[config.mk]
export PLATFORM = sky130hd
export DESIGN_NAME = cache_control_nway
export DESIGN_NICKNAME = d
export VERILOG_FILES = /design/src/rtl/cache_control_nway.sv
export SDC_FILE = /design/constraint.sdc
export NUM_CORES = 1
export LEC_CHECK = 0
export ABC_CLOCK_PERIOD_IN_PS = 2300
export CAP_MARGIN = 20
export CORE_AREA = 5 5 62 64
export DETAILED_ROUTE_END_ITERATION = 10
export DIE_AREA = 0 0 67 69
export PLACE_DENSITY_LB_ADDON = 0.3
export SETUP_SLACK_MARGIN = 0.1
export SYNTH_ARGS = -nofsm -noshare
export SYNTH_HDL_FRONTEND = slang
export SYNTH_SLANG_ARGS = --single-unit
[constraint.sdc]
create_clock -name clk -period 2.3 [get_ports clk]
set_input_delay 0.23 -clock clk [delete_from_list [all_inputs] [get_ports clk]]
set_output_delay 0.23 -clock clk [all_outputs]
set_load 0.005 [all_outputs]
[src/rtl/cache_control_nway.sv]
// -----------------------------------------------------------------------------
// cache_control_nway
//
// Control FSM for a WAYS-way set-associative, write-back, write-allocate cache.
// It sits between the cache datapath (tag/valid/dirty/data arrays and PLRU
// array) and the cacheline adaptor. Victims are chosen from the lowest-index
// invalid way, or from the tree pseudo-LRU if the set is full. A full-cache
// flush walks every (set, way) pair and writes back each valid dirty line.
//
// Parameters
//   WAYS      ways per set (power of 2, 2..8)
//   SET_BITS  set-index width; the flush walk covers 2**SET_BITS sets
//
// Ports
//   clk, rst                      clock, asynchronous active-low reset
//   mem_read, mem_write, mem_resp CPU request (held) / one-cycle completion
//   flush_req, flush_done         flush request (level) / one-cycle done pulse
//   valid_i, dirty_i, cmp_i       per-way status of the addressed set
//   plru_i                        PLRU tree of the addressed set (bit 0 = root)
//   plru_load, plru_o             PLRU array write enable / new tree
//   valid_*, dirty_*, tag_load    per-way array write enables and data
//   data_we_cpu, data_we_fill     CPU byte write / full-line fill per way
//   dimux_sel                     data-in source: 0 = CPU, 1 = memory line
//   domux_sel                     way driving the data output
//   addrmux_sel                   pmem address: 0 = CPU, 1 = {tag[way], set}
//   set_ovr, flush_set            datapath set index override during a flush
//   pmem_read, pmem_write         memory requests (held until pmem_resp)
//   pmem_resp                     cacheline adaptor done pulse
// -----------------------------------------------------------------------------
module cache_control_nway #(
  parameter  int WAYS     = 4,
  parameter  int SET_BITS = 3,
  localparam int WB       = $clog2(WAYS)
) (
  input  logic                clk,
  input  logic                rst,

  input  logic                mem_read,
  input  logic                mem_write,
  output logic                mem_resp,

  input  logic                flush_req,
  output logic                flush_done,

  input  logic [WAYS-1:0]     valid_i,
  input  logic [WAYS-1:0]     dirty_i,
  input  logic [WAYS-1:0]     cmp_i,
  input  logic [WAYS-2:0]     plru_i,

  output logic                plru_load,
  output logic [WAYS-2:0]     plru_o,
  output logic [WAYS-1:0]     valid_load,
  output logic [WAYS-1:0]     valid_o,
  output logic [WAYS-1:0]     dirty_load,
  output logic [WAYS-1:0]     dirty_o,
  output logic [WAYS-1:0]     tag_load,
  output logic [WAYS-1:0]     data_we_cpu,
  output logic [WAYS-1:0]     data_we_fill,

  output logic                dimux_sel,
  output logic [WB-1:0]       domux_sel,
  output logic [1:0]          addrmux_sel,
  output logic                set_ovr,
  output logic [SET_BITS-1:0] flush_set,

  output logic                pmem_read,
  output logic                pmem_write,
  input  logic                pmem_resp
);

  typedef enum logic [2:0] {
    HIT_CHECK,
    WRITE_BACK,
    READ_BACK,
    FLUSH_SCAN,
    FLUSH_WB,
    FLUSH_DONE
  } state_t;

  localparam logic [WB-1:0] LAST_WAY = WB'(WAYS - 1);

  state_t          state, state_nxt;
  logic [WB-1:0]   victim;
  logic [WB-1:0]   victim_choice;
  logic            victim_ld;
  logic [WB-1:0]   flush_way;
  logic            flush_adv;
  logic            flush_clr;
  logic            flush_last;

  logic [WAYS-1:0] hit;
  logic            hit_any;
  logic [WB-1:0]   hit_way;
  logic            inv_any;
  logic [WB-1:0]   inv_way;
  logic            req;

  logic [WAYS-1:0] hit_oh;
  logic [WAYS-1:0] victim_oh;
  logic [WAYS-1:0] flush_oh;

  // ---------------------------------------------------------------------------
  // PLRU helpers. Node n has children 2n+1 (lower ways) and 2n+2 (upper ways).
  // Bits are read and written through shifts so the node index can be a plain
  // int without width mismatches against the tree vector.
  // ---------------------------------------------------------------------------
  function automatic logic [WB-1:0] plru_victim(input logic [WAYS-2:0] tree);
    logic [WB-1:0]   way;
    logic [WAYS-2:0] sh;
    int              node;
    way  = '0;
    node = 0;
    for (int l = 0; l < WB; l++) begin
      sh   = tree >> node;
      // A 0 bit selects the lower-index subtree; the way index is built MSB first.
      way  = WB'({way, sh[0]});
      node = 2 * node + 1 + int'(sh[0]);
    end
    return way;
  endfunction

  function automatic logic [WAYS-2:0] plru_touch(input logic [WAYS-2:0] tree,
                                                 input logic [WB-1:0]   way);
    logic [WAYS-2:0] t;
    logic [WAYS-2:0] m;
    logic [WB-1:0]   ws;
    int              node;
    t    = tree;
    node = 0;
    for (int l = 0; l < WB; l++) begin
      ws = way >> (WB - 1 - l);
      m  = (WAYS-1)'(1) << node;
      // Point each node on the path away from the touched way.
      if (ws[0]) t = t & ~m;
      else       t = t | m;
      node = 2 * node + 1 + int'(ws[0]);
    end
    return t;
  endfunction

  // ---------------------------------------------------------------------------
  // Set status decode
  // ---------------------------------------------------------------------------
  assign hit     = valid_i & cmp_i;
  assign hit_any = |hit;
  assign inv_any = ~&valid_i;
  assign req     = mem_read | mem_write;

  // NOTE: every variable written in an always_comb gets a default first;
  // a path that leaves one unassigned would infer a latch.
  always_comb begin
    hit_way = '0;
    inv_way = '0;
    for (int w = WAYS - 1; w >= 0; w--) begin
      // Descending scan so the lowest index is the one that sticks.
      if (hit[w])      hit_way = WB'(w);
      if (!valid_i[w]) inv_way = WB'(w);
    end
  end

  assign victim_choice = inv_any ? inv_way : plru_victim(plru_i);

  assign hit_oh    = WAYS'(1) << hit_way;
  assign victim_oh = WAYS'(1) << victim;
  assign flush_oh  = WAYS'(1) << flush_way;

  assign flush_last = (flush_way == LAST_WAY) && (flush_set == '1);

  // ---------------------------------------------------------------------------
  // State, victim and flush walk registers
  // ---------------------------------------------------------------------------
  // NOTE: sequential state uses non-blocking assignments so every register
  // samples the pre-edge values regardless of statement order.
  always_ff @(posedge clk or negedge rst) begin
    if (!rst) begin
      state     <= HIT_CHECK;
      victim    <= '0;
      flush_set <= '0;
      flush_way <= '0;
    end else begin
      state <= state_nxt;
      if (victim_ld) victim <= victim_choice;
      if (flush_clr) begin
        flush_set <= '0;
        flush_way <= '0;
      end else if (flush_adv) begin
        flush_way <= flush_way + 1'b1;
        if (flush_way == LAST_WAY) flush_set <= flush_set + 1'b1;
      end
    end
  end

  // ---------------------------------------------------------------------------
  // Next state and outputs
  // ---------------------------------------------------------------------------
  always_comb begin
    state_nxt    = state;
    victim_ld    = 1'b0;
    flush_adv    = 1'b0;
    flush_clr    = 1'b0;

    mem_resp     = 1'b0;
    flush_done   = 1'b0;
    plru_load    = 1'b0;
    plru_o       = '0;
    valid_load   = '0;
    valid_o      = '0;
    dirty_load   = '0;
    dirty_o      = '0;
    tag_load     = '0;
    data_we_cpu  = '0;
    data_we_fill = '0;
    dimux_sel    = 1'b0;
    domux_sel    = '0;
    addrmux_sel  = 2'd0;
    set_ovr      = 1'b0;
    pmem_read    = 1'b0;
    pmem_write   = 1'b0;

    unique case (state)
      HIT_CHECK: begin
        if (req && hit_any) begin
          mem_resp  = 1'b1;
          domux_sel = hit_way;
          plru_load = 1'b1;
          plru_o    = plru_touch(plru_i, hit_way);
          if (mem_write) begin
            data_we_cpu = hit_oh;
            dirty_load  = hit_oh;
            dirty_o     = hit_oh;
          end
        end else if (req) begin
          victim_ld = 1'b1;
          state_nxt = dirty_i[victim_choice] ? WRITE_BACK : READ_BACK;
        end else if (flush_req) begin
          // A pending CPU request is checked first, so it always beats a flush.
          state_nxt = FLUSH_SCAN;
        end
      end

      WRITE_BACK: begin
        addrmux_sel = 2'd1;
        domux_sel   = victim;
        pmem_write  = 1'b1;
        if (pmem_resp) state_nxt = READ_BACK;
      end

      READ_BACK: begin
        // Array writes are held for the whole fill; the last one, on the
        // pmem_resp cycle, carries the complete line.
        pmem_read    = 1'b1;
        dimux_sel    = 1'b1;
        data_we_fill = victim_oh;
        tag_load     = victim_oh;
        valid_load   = victim_oh;
        valid_o      = victim_oh;
        dirty_load   = victim_oh;
        if (pmem_resp) state_nxt = HIT_CHECK;
      end

      FLUSH_SCAN: begin
        set_ovr = 1'b1;
        if (valid_i[flush_way] && dirty_i[flush_way]) begin
          state_nxt = FLUSH_WB;
        end else if (flush_last) begin
          state_nxt = FLUSH_DONE;
        end else begin
          flush_adv = 1'b1;
        end
      end

      FLUSH_WB: begin
        set_ovr     = 1'b1;
        domux_sel   = flush_way;
        addrmux_sel = 2'd1;
        pmem_write  = 1'b1;
        if (pmem_resp) begin
          dirty_load = flush_oh;
          if (flush_last) begin
            state_nxt = FLUSH_DONE;
          end else begin
            flush_adv = 1'b1;
            state_nxt = FLUSH_SCAN;
          end
        end
      end

      FLUSH_DONE: begin
        flush_done = 1'b1;
        flush_clr  = 1'b1;
        state_nxt  = HIT_CHECK;
      end

      default: state_nxt = HIT_CHECK;
    endcase
  end

endmodule
==> impl_metrics.toml <==
[timing]
hold_viol_final = 0
rsz0062_at_grt = "true"
skew_ps = 5.966
fin_crit_sh_pct = 96.33
slew_violations = 0
fmax_mhz = 451.3
setup_viol = 0
setup_tns_ps = 0
period_minus_slack_ps = 2216

[global_routing]
antenna_found_initial = 0
grt_max_degree = 15
grt_usage_pct = 16.37
grt_pass1_wl_um = 6216
grt_pass1_vias = 1400
grt_remaining_overflow = 0

[logic_synthesis]
yosysTopAreaCellShare_pct = 20.83
synth.yosys.seq_area_share_pct = 20.83
yosys_most_used_dff = "dfrtp_1"
syn_nets = 188
synth_area_leaders = "dfrtp_1 21%, buf_4 13%, nand2_1 6.9%, ha_1 6.3%, a21oi_1 3.8%"
synth_cell_types = 41
synth_edf_count = 0
synth_warnings = 0
avgSynthCellArea_um2 = 7.461
syn_inst = 161
yosys.area.top_type = "dfrtp_1"
syn-cell-area_um2 = 1201
ys_seq_elements = 10
async_flop_share_pct = 100.0

[clock_network]
cts_hold_buf = 0
cts_sinks = 10
cts_max_level = 1
clk_transition_reported_paths_ps = 70
cts-root-buf = "clkbuf_4"
cts_max_path_buffers = 2
worstSkewPairLatency_ps = 260
cts_tree = "done"
cts_inserted_buffers = 3

[pwr]
power.density_nw_per_um2 = 954.3
comb_power_share_pct = 73.1
p_sw_mw = 0.7821
ir_worst_vdd_mv = 0.6336
sw_frac_of_total_pct = 40.11
clkPwrFrac_pct = 8.1
p_leak_nw = 0.9934
seqPwrFrac_pct = 18.8
p_int_mw = 1.168

[route]
drc_errors = 0
drt_iter0_markers = 56
drt-pass1-iter-count = 4
ant_nets = 0
routedWlPerCell_um = 14.51
routed-via-count = 1429
finalWirelength_um = 3918
vias_per_cell = 5.293

[setup_path]
crit_fanout = 7
path_class = "register to output pin"
cp-end-kind = "output pin"
cp.arrival_ps = 1990
start_kind = "register"
critPathRequiredTime_ps = 2070

[placement]
dpl.cell_count = 259
io_buffer_count = 64
gp_congestion = 0.8521
dp_hpwl_um = 3150
dpl_cell_area_um2 = 1823

[status]
status = "complete, no violations"

[floorplan]
io_pins = 66
initial_utilization_pct = 37.17
fp.dieH_um = 69
num_rows = 21
coreArea_um2 = 3232
dieArea_um2 = 4623
die_w_um = 67

[flow_run]
maxCapViolations = 0

[cells_and_area]
antenna_cells = 0
fin_cells = 270
layout_common_cells = "55 x clkdlybuf4s50_1, 21 x nand2_1, 19 x buf_4"
final_common_cell = "clkdlybuf4s50_1"
fin_area_um2 = 2043
syn_to_final_growth_pct = 70.10
drive_gt1_share_pct = 20.98
nets = 252

[hold_path]
holdCritPathClass = "input pin to async pin"
[synth_stat cells, types with 2 or more instances]
master / instances
a211o_1: 5
a21oi_1: 9
a22o_1: 2
a22oi_1: 3
and2_1: 3
and3_1: 2
buf_4: 20
clkbuf_1: 3
dfrtp_1: 10
ha_1: 6
inv_1: 5
mux2i_1: 4
nand2_1: 22
nand2b_1: 4
nand3_1: 6
nand3b_1: 2
nor2_1: 10
nor2b_1: 4
nor3_1: 7
o21ai_0: 5
o21ai_1: 8
o31ai_1: 2
[cell families after synthesis]
kind of cell | after synthesis | synth area share [%]
other | 1 | 0.3122
muxes | 5 | 5.208
DFF | 10 | 20.83
AOI/OAI and AO/OA | 46 | 25.94
buffers and inverters | 29 | 15.42
adders and majority gates | 6 | 6.250
and+or+nand+nor | 64 | 26.04
[worst max-delay path: stages (launching register included)]
cell             delay, ps
dfrtp_2                450
nor3_4                 280
o21ai_2                170
a21oi_1                140
nand2_1                 70
o21ai_0                 80
clkdlybuf4s50_1        530
[flip-flops by register name, indices dropped and copies added, names as in the netlist]
name       flops
flush_way      2
victim         2
state          3
flush_set      3
[per-layer routing]
| layer | track usage (%) | wire length [µm] | up-vias |
|---|---|---|---|
| met5 | 0 | 0 | - |
| met4 | 2.477 | 27 | 0 |
| met3 | 4.058 | 369 | 4 |
| met2 | 27.95 | 1952 | 62 |
| met1 | 20.82 | 1568 | 679 |
| li1 | - | - | 684 |
[power by group through the flow]
| stage | logic, mW | registers (mW) | clock network, mW |
|---|---|---|---|
| floorplan | 0.664 | 0.319 | 0 |
| global placement | 1.21 | 0.335 | 0 |
| detailed placement | 1.23 | 0.340 | 0 |
| CTS | 1.34 | 0.351 | 0.163 |
| global route | 1.57 | 0.383 | 0.175 |
| finish | 1.43 | 0.366 | 0.158 |
[final cells by class]
type | instances | area [µm²]
fill | 270 | 1189
multi-input combinational | 122 | 879.6
timing repair buffer | 83 | 798.3
sequential | 10 | 252.7
tap | 46 | 57.56
clock buffer | 4 | 36.28
inverter | 5 | 18.77
[metrics by stage]
stage / utilization (%) / power [mW] / hold WS (ps) / setup WS, ps
final: 63.22 / 1.950 / 285.8 / 84.32
after global routing: 63.22 / 2.123 / 307.3 / -12.80
after CTS: 60.43 / 1.852 / 293.4 / 80.07
after detailed placement: 56.41 / 1.573 / 530.9 / 17.03
after global placement: 56.41 / 1.543 / 494.7 / 100.2
after floorplan: - / 0.9832 / -65.59 / 496.0
[timing repair]
action / CTS / global route
pin swaps: 2 / 2
buffers inserted: 4 / 3
gates cloned: 0 / 0
setup endpoints to repair: 34 / 26
gates resized for setup: 19 / 21
[final timing paths]
| check | start | end | slack, ps | cells after the start |
|---|---|---|---|---|
| max in group asynchronous | rst | state[0] | 1660 | 1 |
| min | rst | flush_set[1] | 290 | 1 |
| max reg2reg | state[0] | flush_set[0] | 440 | 9 |
| max | state[2] | domux_sel[0] | 80 | 6 |
| min in group clk | valid_i[1] | victim[1] | 490 | 3 |
| min reg2reg | flush_set[0] | flush_set[0] | 530 | 1 |
Note: power is estimated with default switching activity, not from simulation.
==> RTL change: new RTL, same flow settings <==
Add an input register stage for `dirty_i`, without a reset; this delays it by one clock. The other inputs are not delayed to match.
--- a/src/rtl/cache_control_nway.sv
+++ b/src/rtl/cache_control_nway.sv
@@ -79,6 +79,12 @@
 
   localparam logic [WB-1:0] LAST_WAY = WB'(WAYS - 1);
 
+  logic [WAYS-1:0] dirty_q;
+
+  always_ff @(posedge clk) begin
+    dirty_q <= dirty_i;
+  end
+
   state_t          state, state_nxt;
   logic [WB-1:0]   victim;
   logic [WB-1:0]   victim_choice;
@@ -231,7 +237,7 @@
           end
         end else if (req) begin
           victim_ld = 1'b1;
-          state_nxt = dirty_i[victim_choice] ? WRITE_BACK : READ_BACK;
+          state_nxt = dirty_q[victim_choice] ? WRITE_BACK : READ_BACK;
         end else if (flush_req) begin
           // A pending CPU request is checked first, so it always beats a flush.
           state_nxt = FLUSH_SCAN;
@@ -260,7 +266,7 @@
 
       FLUSH_SCAN: begin
         set_ovr = 1'b1;
-        if (valid_i[flush_way] && dirty_i[flush_way]) begin
+        if (valid_i[flush_way] && dirty_q[flush_way]) begin
           state_nxt = FLUSH_WB;
         end else if (flush_last) begin
           state_nxt = FLUSH_DONE;
Formal check against the unedited RTL: not equivalent (a bounded check fails within 4 cycles, from zero or initial values and one cycle with rst low).
==> RTL change against the unedited design <==
  * Design area increased by 11%
  * Clock skew increased by 0.0046 ns
  * Critical path depth increased by 3
  * Area after synthesis increased by 9.9%
  * Non-clock buffer count increased by 19
  * Power increased by 8.0%
  * Setup slack improved by 0.065 ns
  * Wire length increased by 15%
  * Clock power decreased by 10%
  * Sequential cell count increased by 4
  * Critical path type unchanged
  * Critical endpoint is now dirty_load[1]
  * Highest routed layer unchanged
==> RTL change: results (changes against the unedited design) <==
Critical path
  • Depth of the most critical reg-to-reg path: 6 (-3)
  • Family of cells with the greatest summed delay on the critical path: simple AND/OR/NAND/NOR gates
  • Startpoint of the worst-slack reg-to-reg timing path: flush_way[0]
  • Destination of the worst register-to-register timing path: flush_way[1]
  • Slowest cell on the critical path: sky130_fd_sc_hd__dfrtp_2
  • Maximum cell stage delay along the critical path: 0.44 ns (-0.09 ns)
  • Worst setup path start: state[0]
  • Maximum fanout along the worst path: 3 (-4)
  • Data arrival time of the critical path: 1.92 ns (-0.07 ns)

Layout
  • Number of multi-input combinational cells: 111 (-9.0%)
  • Share of cells above drive strength 1: 0.2941 (+0.08430)
  • Post-synthesis to final-layout area growth: 72.32%
  • Fill cell instance count of the final layout: 256 (-5.2%)
  • Count of non-filler cells in the finished layout: 284 (+5.2%)
  • Area taken by flip-flops and latches: 331.6 um2 (+31%)
  • Multi-input logic area: 888.4 um2 (+1.0%)
  • Registers with the most flip-flops: dirty_q x4, flush_set x3, state x3

Placement
  • HPWL after detailed placement: 3452 um (+9.6%)
  • Dpl cell area: 1982 um2 (+8.7%)
  • Global placer's final weighted congestion: 0.9240 (+8.4%)

Logic synthesis
  • Adder and majority cell fraction of the synthesized area: 0.05687 (-0.005628)
  • Synthesized Nets: 184 (-2.1%)
  • Fraction of synthesized cell area in xor and xnor cells: 0.01327 (+0.01327)
  • Compound-gate portion of the synthesized area: 0.2180 (-0.04137)
  • Part of the Yosys area used for sequential elements: 0.2502 (+0.04190)
  • Distinct cell type count after synthesis: 48 (+17%)

Routing
  • Routed length on met2: 2370 um (+21%)
  • Total length of routed wires: 4500 um (+15%)
  • Detailed route wirelength on metal3: 463 um (+25%)

Outcome
  • Run status: finished clean

CTS
  • Clock slew at reported path FFs: 0.09 ns (+0.02 ns)

Global route
  • Wire length of the first global-routing pass: 6969 um (+12%)
  • Number of global-route vias before repair: 1531 (+9.4%)
  • Overall track demand over capacity in global routing: 0.1866 (+0.02285)

STA
  • Post-route clock skew: 0.01062 ns (+0.004649 ns)
## RTL change: metal layers
layer,global-route usage,vias up
met4,0.06081,0
met1,0.1942,688
li1,-,707
met2,0.3504,74
met5,0,-
met3,0.04545,8
## RTL change: worst min path at each step
stage                   end  slack (ns)
2_1_floorplan  flush_set[0]       -0.07
3_5_place_dp   flush_set[2]        0.58
6_report           state[2]        0.28
5_1_grt            state[2]        0.31
4_1_cts        flush_set[2]        0.29
3_3_place_gp   flush_set[1]        0.54
## RTL change: power by group through the flow
stage / Clock (mW) / Combinational, mW / Sequential (mW)
after global routing: 0.162 / 1.66 / 0.461
after detailed placement: 0 / 1.30 / 0.443
after floorplan: 0 / 0.739 / 0.414
after global placement: 0 / 1.27 / 0.433
after CTS: 0.149 / 1.44 / 0.441
final: 0.142 / 1.52 / 0.448
## RTL change: timing repair
item / CTS / global route
gates cloned: 0 / 0
resized for setup: 35 / 36
pin swaps: 5 / 9
endpoints found under the setup margin: 28 / 25
setup buffers: 12 / 7
